## config.mk

```make
export PLATFORM = sky130hd
export DESIGN_NAME = multicycle_ctrl
export DESIGN_NICKNAME = d
export VERILOG_FILES = /design/src/rtl/mc_ctrl_pkg.sv /design/src/rtl/mc_inst_class.sv /design/src/rtl/multicycle_ctrl.sv
export SDC_FILE = /design/constraint.sdc
export NUM_CORES = 1
export LEC_CHECK = 0
export ABC_AREA = 1
export BUFFER_PORTS_ARGS = -buffer_cell sky130_fd_sc_hd__buf_2
export CAP_MARGIN = 40
export CORE_UTILIZATION = 48
export CTS_CLUSTER_DIAMETER = 30
export CTS_CLUSTER_SIZE = 12
export DETAILED_ROUTE_END_ITERATION = 10
export GPL_ROUTABILITY_DRIVEN = 0
export GPL_TIMING_DRIVEN = 0
export PLACE_DENSITY = 0.87
export SYNTH_ARGS = -nofsm -noshare
export SYNTH_HDL_FRONTEND = slang
export SYNTH_SLANG_ARGS = --single-unit
```

## constraint.sdc

```tcl
create_clock -name clk -period 2.1 [get_ports clk]
set_input_delay 0.42 -clock clk [delete_from_list [all_inputs] [get_ports clk]]
set_output_delay 0.42 -clock clk [all_outputs]
set_load 0.005 [all_outputs]
```

## src/rtl/mc_ctrl_pkg.sv

```systemverilog
// Shared encodings for the multicycle MIPS-style controller: FSM states,
// instruction classes, opcode/funct constants and datapath mux select codes.
package mc_ctrl_pkg;

    typedef enum logic [3:0] {
        S_IF     = 4'd0,
        S_ID     = 4'd1,
        S_EX     = 4'd2,
        S_MEM_RD = 4'd3,
        S_MEM_WR = 4'd4,
        S_WB_ALU = 4'd5,
        S_WB_MEM = 4'd6,
        S_BR     = 4'd7,
        S_JMP    = 4'd8,
        S_EXC    = 4'd9
    } state_t;

    typedef enum logic [2:0] {
        C_ALU_R   = 3'd0,
        C_ALU_I   = 3'd1,
        C_LOAD    = 3'd2,
        C_STORE   = 3'd3,
        C_BRANCH  = 3'd4,
        C_JUMP    = 3'd5,
        C_ILLEGAL = 3'd6
    } inst_class_t;

    localparam logic [5:0] OP_RTYPE  = 6'h00;
    localparam logic [5:0] OP_REGIMM = 6'h01;
    localparam logic [5:0] OP_J      = 6'h02;
    localparam logic [5:0] OP_JAL    = 6'h03;
    localparam logic [5:0] OP_BEQ    = 6'h04;
    localparam logic [5:0] OP_BNE    = 6'h05;
    localparam logic [5:0] OP_BLEZ   = 6'h06;
    localparam logic [5:0] OP_BGTZ   = 6'h07;
    localparam logic [5:0] OP_ADDI   = 6'h08;
    localparam logic [5:0] OP_ADDIU  = 6'h09;
    localparam logic [5:0] OP_SLTI   = 6'h0a;
    localparam logic [5:0] OP_SLTIU  = 6'h0b;
    localparam logic [5:0] OP_ANDI   = 6'h0c;
    localparam logic [5:0] OP_ORI    = 6'h0d;
    localparam logic [5:0] OP_LUI    = 6'h0f;
    localparam logic [5:0] OP_LW     = 6'h23;
    localparam logic [5:0] OP_SW     = 6'h2b;

    localparam logic [5:0] F_SLL  = 6'h00;
    localparam logic [5:0] F_SRL  = 6'h02;
    localparam logic [5:0] F_SRA  = 6'h03;
    localparam logic [5:0] F_JR   = 6'h08;
    localparam logic [5:0] F_JALR = 6'h09;
    localparam logic [5:0] F_ADD  = 6'h20;
    localparam logic [5:0] F_NOR  = 6'h27;
    localparam logic [5:0] F_SLT  = 6'h2a;
    localparam logic [5:0] F_SLTU = 6'h2b;

    localparam logic [2:0] PC_SRC_PLUS4  = 3'b000;
    localparam logic [2:0] PC_SRC_BRANCH = 3'b001;
    localparam logic [2:0] PC_SRC_JTGT   = 3'b010;
    localparam logic [2:0] PC_SRC_RS     = 3'b011;
    localparam logic [2:0] PC_SRC_EXC    = 3'b100;

    localparam logic [1:0] REG_DST_RT = 2'b00;
    localparam logic [1:0] REG_DST_RD = 2'b01;
    localparam logic [1:0] REG_DST_RA = 2'b10;
    localparam logic [1:0] REG_DST_K0 = 2'b11;

    localparam logic [1:0] M2R_ALU = 2'b00;
    localparam logic [1:0] M2R_MDR = 2'b01;
    localparam logic [1:0] M2R_PC  = 2'b10;

    localparam logic [1:0] ALU_B_REG = 2'b00;
    localparam logic [1:0] ALU_B_IMM = 2'b10;

    // Shifts take their A operand from the shamt field instead of rs.
    function automatic logic is_shift(input logic [5:0] f);
        return (f == F_SLL) || (f == F_SRL) || (f == F_SRA);
    endfunction

endpackage

```

## src/rtl/mc_inst_class.sv

```systemverilog
// Combinational decoder mapping opcode/funct onto an instruction class.
module mc_inst_class
    import mc_ctrl_pkg::*;
(
    input  logic [5:0] opcode,
    input  logic [5:0] funct,
    output logic [2:0] inst_class
);

    always_comb begin
        inst_class = C_ILLEGAL;
        case (opcode)
            OP_RTYPE: begin
                if (funct inside {F_SLL, F_SRL, F_SRA, [F_ADD:F_NOR], F_SLT, F_SLTU})
                    inst_class = C_ALU_R;
                else if (funct inside {F_JR, F_JALR})
                    inst_class = C_JUMP;
            end
            OP_REGIMM, OP_BEQ, OP_BNE, OP_BLEZ, OP_BGTZ:
                inst_class = C_BRANCH;
            OP_J, OP_JAL:
                inst_class = C_JUMP;
            OP_ADDI, OP_ADDIU, OP_SLTI, OP_SLTIU, OP_ANDI, OP_ORI, OP_LUI:
                inst_class = C_ALU_I;
            OP_LW:   inst_class = C_LOAD;
            OP_SW:   inst_class = C_STORE;
            default: inst_class = C_ILLEGAL;
        endcase
    end

endmodule

```

## src/rtl/multicycle_ctrl.sv

```systemverilog
// Multicycle processor control FSM. The only storage is the state register;
// the instruction class is re-decoded from the live IR fields in every state.
module multicycle_ctrl
    import mc_ctrl_pkg::*;
(
    input  logic       clk,
    input  logic       reset,
    input  logic [5:0] opcode,
    input  logic [5:0] funct,
    input  logic       mem_ready,
    output logic       mem_req,
    output logic       mem_we,
    output logic       iord,
    output logic       ir_write,
    output logic       pc_write,
    output logic       pc_write_cond,
    output logic       epc_write,
    output logic [2:0] pc_src,
    output logic       reg_write,
    output logic [1:0] reg_dst,
    output logic [1:0] mem_to_reg,
    output logic       alu_src_a,
    output logic [1:0] alu_src_b,
    output logic       inst_done,
    output logic [3:0] state
);

    state_t      cur_state;
    state_t      nxt_state;
    logic [2:0]  class_raw;
    inst_class_t iclass;
    logic        r_type;

    mc_inst_class u_inst_class (
        .opcode     (opcode),
        .funct      (funct),
        .inst_class (class_raw)
    );

    assign iclass = inst_class_t'(class_raw);
    assign r_type = (opcode == OP_RTYPE);
    assign state  = cur_state;

    always_ff @(posedge clk or negedge reset) begin
        if (!reset) cur_state <= S_IF;
        else        cur_state <= nxt_state;
    end

    always_comb begin
        nxt_state = S_IF;
        case (cur_state)
            S_IF:     nxt_state = mem_ready ? S_ID : S_IF;
            S_ID: begin
                case (iclass)
                    C_ILLEGAL: nxt_state = S_EXC;
                    C_BRANCH:  nxt_state = S_BR;
                    C_JUMP:    nxt_state = S_JMP;
                    default:   nxt_state = S_EX;
                endcase
            end
            S_EX: begin
                case (iclass)
                    C_LOAD:  nxt_state = S_MEM_RD;
                    C_STORE: nxt_state = S_MEM_WR;
                    default: nxt_state = S_WB_ALU;
                endcase
            end
            S_MEM_RD: nxt_state = mem_ready ? S_WB_MEM : S_MEM_RD;
            S_MEM_WR: nxt_state = mem_ready ? S_IF : S_MEM_WR;
            default:  nxt_state = S_IF;
        endcase
    end

    // Outputs are gated by reset so an asserted reset silences the memory
    // request in the same cycle, not only after the state register clears.
    always_comb begin
        mem_req       = 1'b0;
        mem_we        = 1'b0;
        iord          = 1'b0;
        ir_write      = 1'b0;
        pc_write      = 1'b0;
        pc_write_cond = 1'b0;
        epc_write     = 1'b0;
        pc_src        = PC_SRC_PLUS4;
        reg_write     = 1'b0;
        reg_dst       = REG_DST_RT;
        mem_to_reg    = M2R_ALU;
        alu_src_a     = 1'b0;
        alu_src_b     = ALU_B_REG;
        inst_done     = 1'b0;
        if (reset) begin
            case (cur_state)
                S_IF: begin
                    mem_req = 1'b1;
                    if (mem_ready) begin
                        ir_write = 1'b1;
                        pc_write = 1'b1;
                    end
                end
                S_EX: begin
                    if (iclass == C_ALU_R) begin
                        alu_src_b = ALU_B_REG;
                        alu_src_a = is_shift(funct);
                    end else begin
                        alu_src_b = ALU_B_IMM;
                    end
                end
                S_MEM_RD: begin
                    mem_req = 1'b1;
                    iord    = 1'b1;
                end
                S_MEM_WR: begin
                    mem_req   = 1'b1;
                    mem_we    = 1'b1;
                    iord      = 1'b1;
                    inst_done = mem_ready;
                end
                S_WB_ALU: begin
                    reg_write = 1'b1;
                    reg_dst   = r_type ? REG_DST_RD : REG_DST_RT;
                    inst_done = 1'b1;
                end
                S_WB_MEM: begin
                    reg_write  = 1'b1;
                    mem_to_reg = M2R_MDR;
                    inst_done  = 1'b1;
                end
                S_BR: begin
                    pc_write_cond = 1'b1;
                    pc_src        = PC_SRC_BRANCH;
                    inst_done     = 1'b1;
                end
                S_JMP: begin
                    pc_write  = 1'b1;
                    inst_done = 1'b1;
                    if (r_type) begin
                        pc_src = PC_SRC_RS;
                        if (funct == F_JALR) begin
                            reg_write  = 1'b1;
                            reg_dst    = REG_DST_RD;
                            mem_to_reg = M2R_PC;
                        end
                    end else begin
                        pc_src = PC_SRC_JTGT;
                        if (opcode == OP_JAL) begin
                            reg_write  = 1'b1;
                            reg_dst    = REG_DST_RA;
                            mem_to_reg = M2R_PC;
                        end
                    end
                end
                S_EXC: begin
                    epc_write  = 1'b1;
                    pc_write   = 1'b1;
                    pc_src     = PC_SRC_EXC;
                    reg_write  = 1'b1;
                    reg_dst    = REG_DST_K0;
                    mem_to_reg = M2R_PC;
                end
                default: ;
            endcase
        end
    end

endmodule

```

# ---- Word level (Yosys, flattened, before mapping)
# Cells that the tools add are included.
dict set report classes {
  order_cmp 2
  n_eq_ne 36
  mux 50
  reduce_logical 17
}
# operator count
set ops {}
lappend ops {{$eq 6x4->1 const B} 9}
lappend ops {{$mux 1} 26}
lappend ops {{$eq 6x2->1 const B} 4}
lappend ops {{$eq 6x3->1 const B} 4}
lappend ops {{$eq 6x6->1 const B} 4}
lappend ops {{$mux 2} 10}
lappend ops {{$pmux 4 s5} 1}
lappend ops {{$pmux 3 s6} 1}
lappend ops {{$eq 4x3->1 const B} 4}
lappend ops {{$logic_not 6->1} 2}
lappend ops {{$mux 3} 4}
lappend ops {{$pmux 2 s3} 2}
lappend ops {{$pmux 4 s3} 1}
lappend ops {{$eq 3x3->1 const B} 3}
lappend ops {{$pmux 3 s3} 1}
lappend ops {{$eq 4x2->1 const B} 2}
lappend ops {{$eq 4x4->1 const B} 2}
lappend ops {{$reduce_or 7->1} 1}
lappend ops {{$eq 3x2->1 const B} 2}
lappend ops {{$eq 6x1->1 const B} 1}
lappend ops {{$ge 6x6->1 const B} 1}
lappend ops {{$le 6x6->1 const B} 1}
lappend ops {{$pmux 1 s2} 3}
lappend ops {{$pmux 3 s2} 1}
lappend ops {{11 further kinds} 15}
dict set report totals {
  reg_bits 4
  inputBits 15
  elab_cells 106
}

# ---- Depth between registers and ports, before layout
# Gate-level depths: netlist (run 1).
dict set report logic_depth {
  ltp_word 9
  depth_mapped 10
}

# ---- By module
# Synthesis (run 1) repeated with hierarchy kept, for this count alone.
dict set report hier_totals {
  cells_unflattened 157
  area_unflattened_um2 800.8
}
# module instances cells_per_inst area_each_um2 seq_area_each_um2
set by_module_without_submodules {}
lappend by_module_without_submodules {multicycle_ctrl 1 112 589.3 100.1}
lappend by_module_without_submodules {mc_inst_class 1 45 211.5 0.0}

# ---- Worst setup path after synthesis (run 1)
# OpenSTA, ideal clock, no wires.
dict set report synth_timing {
  path_type {input to output}
  start {in opcode[5]}
  end {out alu_src_a}
  arrival_time_ns 1.168
  required_time_ns 1.680
  slack_ns 0.512
  cell_stages 6
  n_path_buf 0
  cell_sequence {nor2_4 -> nand3_1 -> and2_4 -> nand2_4 -> nand3_2 -> nor3_2}
}
dict set report synth_between {
  elab_chain_len 7
}
# item line_no
set synth_rtl {}
lappend synth_rtl {{start, declared} multicycle_ctrl.sv:8} ;# input logic [5:0] opcode,
lappend synth_rtl {{$eq 6x4->1, or another cell as far along} mc_inst_class.sv:12} ;# case (opcode)
lappend synth_rtl {{$reduce_or 7->1, or another cell as far along} mc_inst_class.sv:12}
lappend synth_rtl {{$pmux 3 s6 *} mc_inst_class.sv:12}
lappend synth_rtl {{$logic_not 3->1 *} multicycle_ctrl.sv:101} ;# if (iclass == C_ALU_R) begin
lappend synth_rtl {{$mux 1 *} multicycle_ctrl.sv:101}
lappend synth_rtl {{$mux 1 *} multicycle_ctrl.sv:92} ;# case (cur_state)
lappend synth_rtl {{$mux 1 *} multicycle_ctrl.sv:91} ;# if (reset) begin
lappend synth_rtl {{end, declared} multicycle_ctrl.sv:22} ;# output logic alu_src_a,
# Every way passes the cells marked *; elsewhere a longest branch is shown, timed or not.

# ---- Worst setup path after layout (run 1)
dict set report layout_timing {
  start {reg cur_state[2] (netlist: state[2])}
  end {out mem_req}
}
dict set report layout_between {
  elab_chain_len 4
}
# item line_no
set layout_rtl {}
lappend layout_rtl {{start, declared} multicycle_ctrl.sv:28} ;# state_t cur_state;
lappend layout_rtl {{start signal, assigned} multicycle_ctrl.sv:46} ;# else cur_state <= nxt_state;
lappend layout_rtl {{$eq 4x3->1, or another cell as far along} multicycle_ctrl.sv:92}
lappend layout_rtl {{$reduce_or 3->1 (no line) *} --}
lappend layout_rtl {{$mux 1 *} multicycle_ctrl.sv:92}
lappend layout_rtl {{$mux 1 *} multicycle_ctrl.sv:91}
lappend layout_rtl {{end, declared} multicycle_ctrl.sv:11} ;# output logic mem_req,
# Marked as above.

==> results of run 1 <==
cell families after synthesis:
logic type,after synthesis
and+or+nand+nor,94
DFF,4
buffers and inverters,26
other,1
AOI/OAI and AO/OA,13
Yosys cell counts, types with 2 or more instances:
library cell              instances  area [sq um]
sky130_fd_sc_hd__nor2_1          32           120
sky130_fd_sc_hd__nand2_1         25          93.8
sky130_fd_sc_hd__inv_1           22          82.6
sky130_fd_sc_hd__nand3_1         17          85.1
sky130_fd_sc_hd__a21oi_1          6          30.0
sky130_fd_sc_hd__dfrtp_1          4           100
sky130_fd_sc_hd__inv_2            3          11.3
sky130_fd_sc_hd__nand2_2          3          18.8
sky130_fd_sc_hd__nand3_2          3          30.0
sky130_fd_sc_hd__nand4_1          3          18.8
sky130_fd_sc_hd__nor2_2           3          18.8
sky130_fd_sc_hd__nor2_4           3          33.8
sky130_fd_sc_hd__o21ai_0          2          10.0
cell type report:
cell class,instances,share of cell area
multi-input combinational,108,0.561
timing repair buffer,36,0.187
sequential,4,0.104
tap,15,0.0195
buffer,1,0.00779
inverter,25,0.0974
clock buffer,3,0.0234
routing by layer:
layer	track usage	vias up
met4	0.0323	0
met2	0.504	46
li1	-	517
met1	0.285	440
met3	0.0319	2
met5	0	-
power by group through the flow:
stage	Sequential [mW]	Clock (mW)	Combinational [mW]
after floorplan	0.148	0	0.322
after global placement	0.145	0	0.491
after detailed placement	0.147	0	0.500
after CTS	0.146	0.0934	0.504
after global routing	0.153	0.105	0.580
final	0.147	0.0927	0.506
worst max-delay path by stage:
stage                end  cells after the start
6_report         mem_req                      7
5_1_grt        alu_src_a                      6
4_1_cts        alu_src_a                      9
3_5_place_dp   alu_src_a                      9
3_3_place_gp   alu_src_a                      9
2_1_floorplan  alu_src_a                      6
stage by stage:
stage	power [mW]	instance area (sq um)	utilization	instances
after floorplan	0.470	742	-	138
after global placement	0.635	941	0.689	189
after detailed placement	0.647	941	0.689	189
after CTS	0.744	963	0.705	192
after global routing	0.837	963	0.705	192
final	0.745	963	0.705	192
critical path: stages, from the launching register on:
cell and delay (ns):
sky130_fd_sc_hd__dfrtp_1 0.39, sky130_fd_sc_hd__nor2_1 0.14, sky130_fd_sc_hd__inv_1 0.08, sky130_fd_sc_hd__nor2_1 0.18
sky130_fd_sc_hd__inv_1 0.08, sky130_fd_sc_hd__a21oi_1 0.20, sky130_fd_sc_hd__a21o_1 0.11, sky130_fd_sc_hd__buf_2 0.10
==> flow_metrics.py, run 1 <==
metrics = {
    "sta": {
        "setup_viol": 0,
        "tns_ns": 0,
        "final.hold.worst_slack_ns": 0.0134,
        "final_worst_clock_skew_ns": 0.00395,
        "fmax_mhz": 516,
        "rsz_0062_raised_after_global_routing": "false",
        "number_of_max_slew_violations_in_the_final_report": 0,
        "final.setup.worst_slack_ns": 0.162,
        "layout_worst_path_cycle_share": 0.923,
        "final_hold_viol_count": 0,
        "fin_crit_ns": 1.94,
    },
    "layout": {
        "area_growth_pct": 29.8,
        "antennaDiodeCount": 0,
        "final.fill_count": 123,
        "layout.nets": 194,
        "layout_common_cells": "36 x sky130_fd_sc_hd__buf_2, 32 x sky130_fd_sc_hd__nor2_1, 25 x sky130_fd_sc_hd__nand2_1, 22 x sky130_fd_sc_hd__inv_1, 17 x sky130_fd_sc_hd__nand3_1",
        "multi_input_area_sq_um": 541,
        "commonest_non_fill_non_tap_cell_in_the_layout": "sky130_fd_sc_hd__buf_2",
        "regArea_sq_um": 100,
        "layout-drive-gt1-share": 0.328,
        "largest_register_ff_count": 4,
    },
    "clock_tree": {
        "cts-root-to-sink-buffers": 2,
        "cts_root_buf": "sky130_fd_sc_hd__clkbuf_4",
        "numCtsBuffers": 3,
        "numClockSinks": 4,
        "ctsResizeCount": 0,
        "tritoncts": "built",
        "later_pin_clock_latency_in_the_skew_report_ns": 0.23,
        "reg_clk_slew_reported_paths_ns": 0.04,
        "h-tree-depth": 1,
        "post-cts-setup-buffers": 0,
        "cts-hold-fix-buffers": 0,
    },
    "synthesis": {
        "synth_fp_nets": 153,
        "synth_cells": 138,
        "async_reset_ff_frac": 1.00,
        "ys_types": 25,
        "dominant_combinational_cell_family_by_area_after_synthesis": "simple AND/OR/NAND/NOR gates",
        "post_synth_fa_ha_maj_area_fraction": 0,
        "xor_xnor_share_of_the_synthesized_area": 0,
        "synth-edff-count": 0,
        "yosys-mux-area-fraction": 0,
        "ys_dominant_reg_cell": "sky130_fd_sc_hd__dfrtp_1",
        "yosys_warnings": 0,
        "yosys_register_bits": 4,
        "synth_compound_area_frac": 0.103,
        "yosys.area_share.simple": 0.621,
        "synthesis.area_per_instance_sq_um": 5.38,
        "netlist_area_sq_um": 742,
        "ys_seq_area_frac": 0.135,
    },
    "grt": {
        "maximum_number_of_pins_on_one_net_before_global_route_repair": 11,
        "first_global_vias": 772,
        "grtUsageTotal": 0.252,
        "wire_length_of_the_first_global_routing_pass_mm": 2.93,
        "antenna_found_initial": 0,
        "grt_remaining_overflow": 0,
    },
    "worst_setup_path": {
        "startpoint_of_the_worst_register_to_register_path": "state[2]",
        "endpoint_kind": "primary output",
        "worstPathMaxFanout": 4,
        "timing.critical_path.required_ns": 1.68,
        "start_kind": "register",
        "regToRegSetupSlack_ns": 0.83,
        "r2r.worst_path.cells": 7,
        "crit_type": "reg -> out",
        "timing.critical_path.from": "state[2]",
        "crit-reg2reg-capture": "state[0]",
        "worst_ep_arrival_time_ns": 1.52,
    },
    "drt": {
        "first_iter_violations": 41,
        "vias_per_cell": 5.23,
        "dr.pass1.iters": 4,
        "final_antenna_net_count": 0,
        "total_number_of_vias": 1005,
        "detailroute.wirelength.met2_um": 969,
        "post-route-drc-count": 0,
        "wl_per_cell_um": 10.2,
        "wirelength_met1_um": 812,
        "wl_met3_um": 165,
        "topRoutingLayerUsed": "met4",
        "totalWireLength_mm": 1.96,
    },
    "placement": {
        "post-dp-hpwl_mm": 1.65,
        "dp_slack_ns": 0.187,
        "port_buffers": 36,
    },
    "floorplan": {
        "num_io_pins": 38,
        "floorplan.initialDensity": 0.543,
        "core_area_sq_um": 1370,
        "die_height_um": 41.3,
        "total_die_area_sq_um": 1710,
        "fp-row-count": 13,
        "die_w_um": 41.3,
    },
    "power_and_ir_drop": {
        "power_report.internal_total_mw": 0.373,
        "leakagePower_nw": 0.562,
        "portion_of_total_power_attributed_to_combinational_logic": 0.679,
        "power_density_nw_per_um2": 773,
        "power.sequential.fraction": 0.197,
        "p_sw_frac": 0.499,
        "net_switching_power_mw": 0.372,
        "clock_power_share": 0.124,
        "irDropWorstVdd_uv": 394,
    },
    "hold_path": {
        "hp-class": "in -> async",
    },
    "run": {
        "cap_viol_max_count": 0,
    },
    "run_status": {
        "outcome": "complete, no violations",
    },
}
No activity file was read; power rests on OpenSTA's default activity.
==> run 2: changes to the inputs <==
--- a/config.mk
+++ b/config.mk
@@ -8,8 +8,8 @@
 export ABC_AREA = 1
 export BUFFER_PORTS_ARGS = -buffer_cell sky130_fd_sc_hd__buf_2
 export CAP_MARGIN = 40
-export CORE_UTILIZATION = 48
-export CTS_CLUSTER_DIAMETER = 30
+export CORE_UTILIZATION = 49
+export CTS_CLUSTER_DIAMETER = 200
 export CTS_CLUSTER_SIZE = 12
 export DETAILED_ROUTE_END_ITERATION = 10
 export GPL_ROUTABILITY_DRIVEN = 0
@@ -17,4 +17,5 @@
 export PLACE_DENSITY = 0.87
 export SYNTH_ARGS = -nofsm -noshare
 export SYNTH_HDL_FRONTEND = slang
+export SYNTH_HIERARCHICAL = 1
 export SYNTH_SLANG_ARGS = --single-unit
==> run 2 against run 1 <==
The flow now finishes with violations (hold timing). Utilization up 3.5 points. Critical path depth up 5. Die area up 5.4%.
==> flow_metrics.py, run 2 <==
metrics = {
    "clock_tree": {
        "cts-hold-fix-buffers": 0,
        "cts_root_buf": "sky130_fd_sc_hd__clkbuf_4",
        "reg_clk_slew_reported_paths_ns": 0.04,
        "numCtsBuffers": 3,
        "numClockSinks": 4,
        "later_pin_clock_latency_in_the_skew_report_ns": 0.24,
        "h-tree-depth": 1,
        "cts-root-to-sink-buffers": 2,
        "tritoncts": "built",
    },
    "drt": {
        "first_iter_violations": 56,
        "final_antenna_net_count": 0,
        "totalWireLength_mm": 2.25,
        "dr.pass1.iters": 4,
        "post-route-drc-count": 0,
        "total_number_of_vias": 1129,
        "vias_per_cell": 5.23,
        "wl_per_cell_um": 10.4,
    },
    "worst_setup_path": {
        "crit_type": "in -> out",
        "r2r.worst_path.cells": 6,
        "endpoint_kind": "primary output",
        "worstPathMaxFanout": 6,
        "crit-reg2reg-capture": "state[2]",
        "regToRegSetupSlack_ns": 0.93,
        "worst_ep_arrival_time_ns": 1.64,
        "start_kind": "input pin",
        "timing.critical_path.required_ns": 1.68,
        "startpoint_of_the_worst_register_to_register_path": "state[0]",
    },
    "sta": {
        "rsz_0062_raised_after_global_routing": "true",
        "final_worst_clock_skew_ns": 0.00767,
        "layout_worst_path_cycle_share": 0.981,
        "fin_crit_ns": 2.06,
        "number_of_max_slew_violations_in_the_final_report": 0,
        "fmax_mhz": 485,
        "setup_viol": 0,
        "final.hold.worst_slack_ns": -0.0000367,
        "final_hold_viol_count": 1,
        "tns_ns": 0,
    },
    "grt": {
        "grtUsageTotal": 0.250,
        "wire_length_of_the_first_global_routing_pass_mm": 3.66,
        "grt_remaining_overflow": 0,
        "maximum_number_of_pins_on_one_net_before_global_route_repair": 11,
        "first_global_vias": 960,
        "antenna_found_initial": 0,
    },
    "floorplan": {
        "core_area_sq_um": 1520,
        "total_die_area_sq_um": 1800,
        "floorplan.initialDensity": 0.525,
        "num_io_pins": 38,
        "die_w_um": 42.4,
        "fp-row-count": 14,
        "die_height_um": 42.4,
    },
    "synthesis": {
        "synth_fp_nets": 172,
        "netlist_area_sq_um": 801,
        "yosysMostFrequentCell": "sky130_fd_sc_hd__nand2_1",
        "ys_types": 24,
        "synth_cells": 157,
        "synth-edff-count": 0,
        "ys_dominant_reg_cell": "sky130_fd_sc_hd__dfrtp_1",
        "yosys_register_bits": 4,
        "synthesis.area_per_instance_sq_um": 5.10,
        "async_reset_ff_frac": 1.00,
        "yosys_warnings": 6,
        "library_cell_with_the_largest_summed_area_after_synthesis": "sky130_fd_sc_hd__nand2_1",
        "fraction_of_synthesized_cell_area_taken_by_the_top_area_cell_type": 0.183,
        "netlist_top_cells_count": "39 x sky130_fd_sc_hd__nand2_1, 27 x sky130_fd_sc_hd__nor2_1, 25 x sky130_fd_sc_hd__inv_1",
        "ys_seq_area_frac": 0.125,
        "synth_area_leaders": "sky130_fd_sc_hd__nand2_1 18%, sky130_fd_sc_hd__nor2_1 13%, sky130_fd_sc_hd__dfrtp_1 13%",
    },
    "hold_path": {
        "hp-class": "in -> async",
    },
    "power_and_ir_drop": {
        "power_density_nw_per_um2": 603,
        "irDropWorstVdd_uv": 436,
        "leakagePower_nw": 0.659,
        "finalPower_mw": 0.680,
    },
    "layout": {
        "layout.cell_area.non_filler_sq_um": 1130,
        "finish.cell_count_without_fillers": 216,
        "largest_register_ff_count": 4,
        "antennaDiodeCount": 0,
        "area_growth_pct": 40.9,
        "post_route_utilization": 0.741,
        "layout-drive-gt1-share": 0.390,
        "commonest_non_fill_non_tap_cell_in_the_layout": "sky130_fd_sc_hd__nand2_1",
        "layout_common_cells": "35 x sky130_fd_sc_hd__nand2_1, 34 x sky130_fd_sc_hd__buf_2, 23 x sky130_fd_sc_hd__nor2_1, 21 x sky130_fd_sc_hd__inv_1, 15 x sky130_fd_sc_hd__nand3_1",
        "layout.nets": 217,
    },
    "run_status": {
        "outcome": "complete, but fails checks",
        "failed_checks": "hold timing",
    },
    "run": {
        "cap_viol_max_count": 0,
    },
    "placement": {
        "dpl_cell_area_sq_um": 1000,
        "port_buffers": 36,
        "post-dp-hpwl_mm": 1.71,
        "placedCellCount": 209,
    },
}
[run 2: cell types whose count changed after synthesis, moves of 2 or more]
cell | before | now
sky130_fd_sc_hd__nand2_1 | 25 | 39
sky130_fd_sc_hd__nor2_1 | 32 | 27
sky130_fd_sc_hd__inv_1 | 22 | 25
sky130_fd_sc_hd__nand3_2 | 3 | 0
sky130_fd_sc_hd__and2_1 | 0 | 2
sky130_fd_sc_hd__nand3_1 | 17 | 19
sky130_fd_sc_hd__nor2_2 | 3 | 5
[run 2: cells by family after synthesis]
logic type / Yosys count / synth area share
DFF: 4 / 0.125
AOI/OAI and AO/OA: 13 / 0.0891
and+or+nand+nor: 106 / 0.617
buffers and inverters: 33 / 0.164
other: 1 / 0.00468
[run 2: layout make-up]
| cell class | count | area, sq um |
|---|---|---|
| well taps | 16 | 20.0 |
| repair buffers | 40 | 223 |
| plain buffers | 3 | 18.8 |
| multi-input cells | 120 | 632 |
| inverters | 30 | 113 |
| fillers | 122 | 395 |
| flip-flops and latches | 4 | 100 |
| clock buffers | 3 | 22.5 |
[run 2: per-stage QoR]
step | hold WS, ns | setup slack, ns
floorplan | 0.124 | 0.260
global placement | 0.255 | -0.0984
detailed placement | 0.255 | -0.114
CTS | 0.00942 | 0.00616
global route | 0.00120 | -0.0863
finish | -0.0000367 | 0.0394
[run 2: how the worst max path moves through the flow]
stage                     startpoint      endpoint  cells after the start
after floorplan            opcode[5]     alu_src_a                      8
after global placement     opcode[5]     alu_src_a                     10
after detailed placement   opcode[5]     alu_src_a                     10
after CTS                  opcode[5]     alu_src_a                     10
after global routing       opcode[5]     alu_src_a                     12
final                      opcode[1]  alu_src_b[1]                     12
[run 2: power breakdown]
group          switching [mW]  internal, mW  total [mW]  leakage (nW)
registers              0.0409         0.105       0.146        0.0522
clock network          0.0358        0.0642       0.100        0.0138
logic                   0.265         0.169       0.435         0.593
[run 2: critical path, stage by stage]
cell and delay (ns):
sky130_fd_sc_hd__buf_2 0.13, sky130_fd_sc_hd__inv_1 0.07, sky130_fd_sc_hd__nand2_1 0.06, sky130_fd_sc_hd__nand2_1 0.04, sky130_fd_sc_hd__nand3_1 0.09, sky130_fd_sc_hd__nand2_1 0.07, sky130_fd_sc_hd__nor2_2 0.13, sky130_fd_sc_hd__nand2_4 0.08
sky130_fd_sc_hd__nand2_4 0.08, sky130_fd_sc_hd__nor2_4 0.05, sky130_fd_sc_hd__a211oi_1 0.24, sky130_fd_sc_hd__buf_2 0.15
[run 2: per-layer routing]
| metal | vias up | routed length [um] | GRT usage |
|---|---|---|---|
| met4 | 0 | 27 | 0.119 |
| met2 | 56 | 1100 | 0.394 |
| li1 | 576 | - | - |
| met1 | 491 | 967 | 0.334 |
| met5 | - | 0 | 0 |
| met3 | 6 | 151 | 0.0345 |
[run 2: what timing repair did]
action                                  CTS  global route
buffers inserted                          1             3
endpoints found under the setup margin    2             2
pin swaps                                 1            13
gates resized for setup                   4            21
gates cloned                              0             0
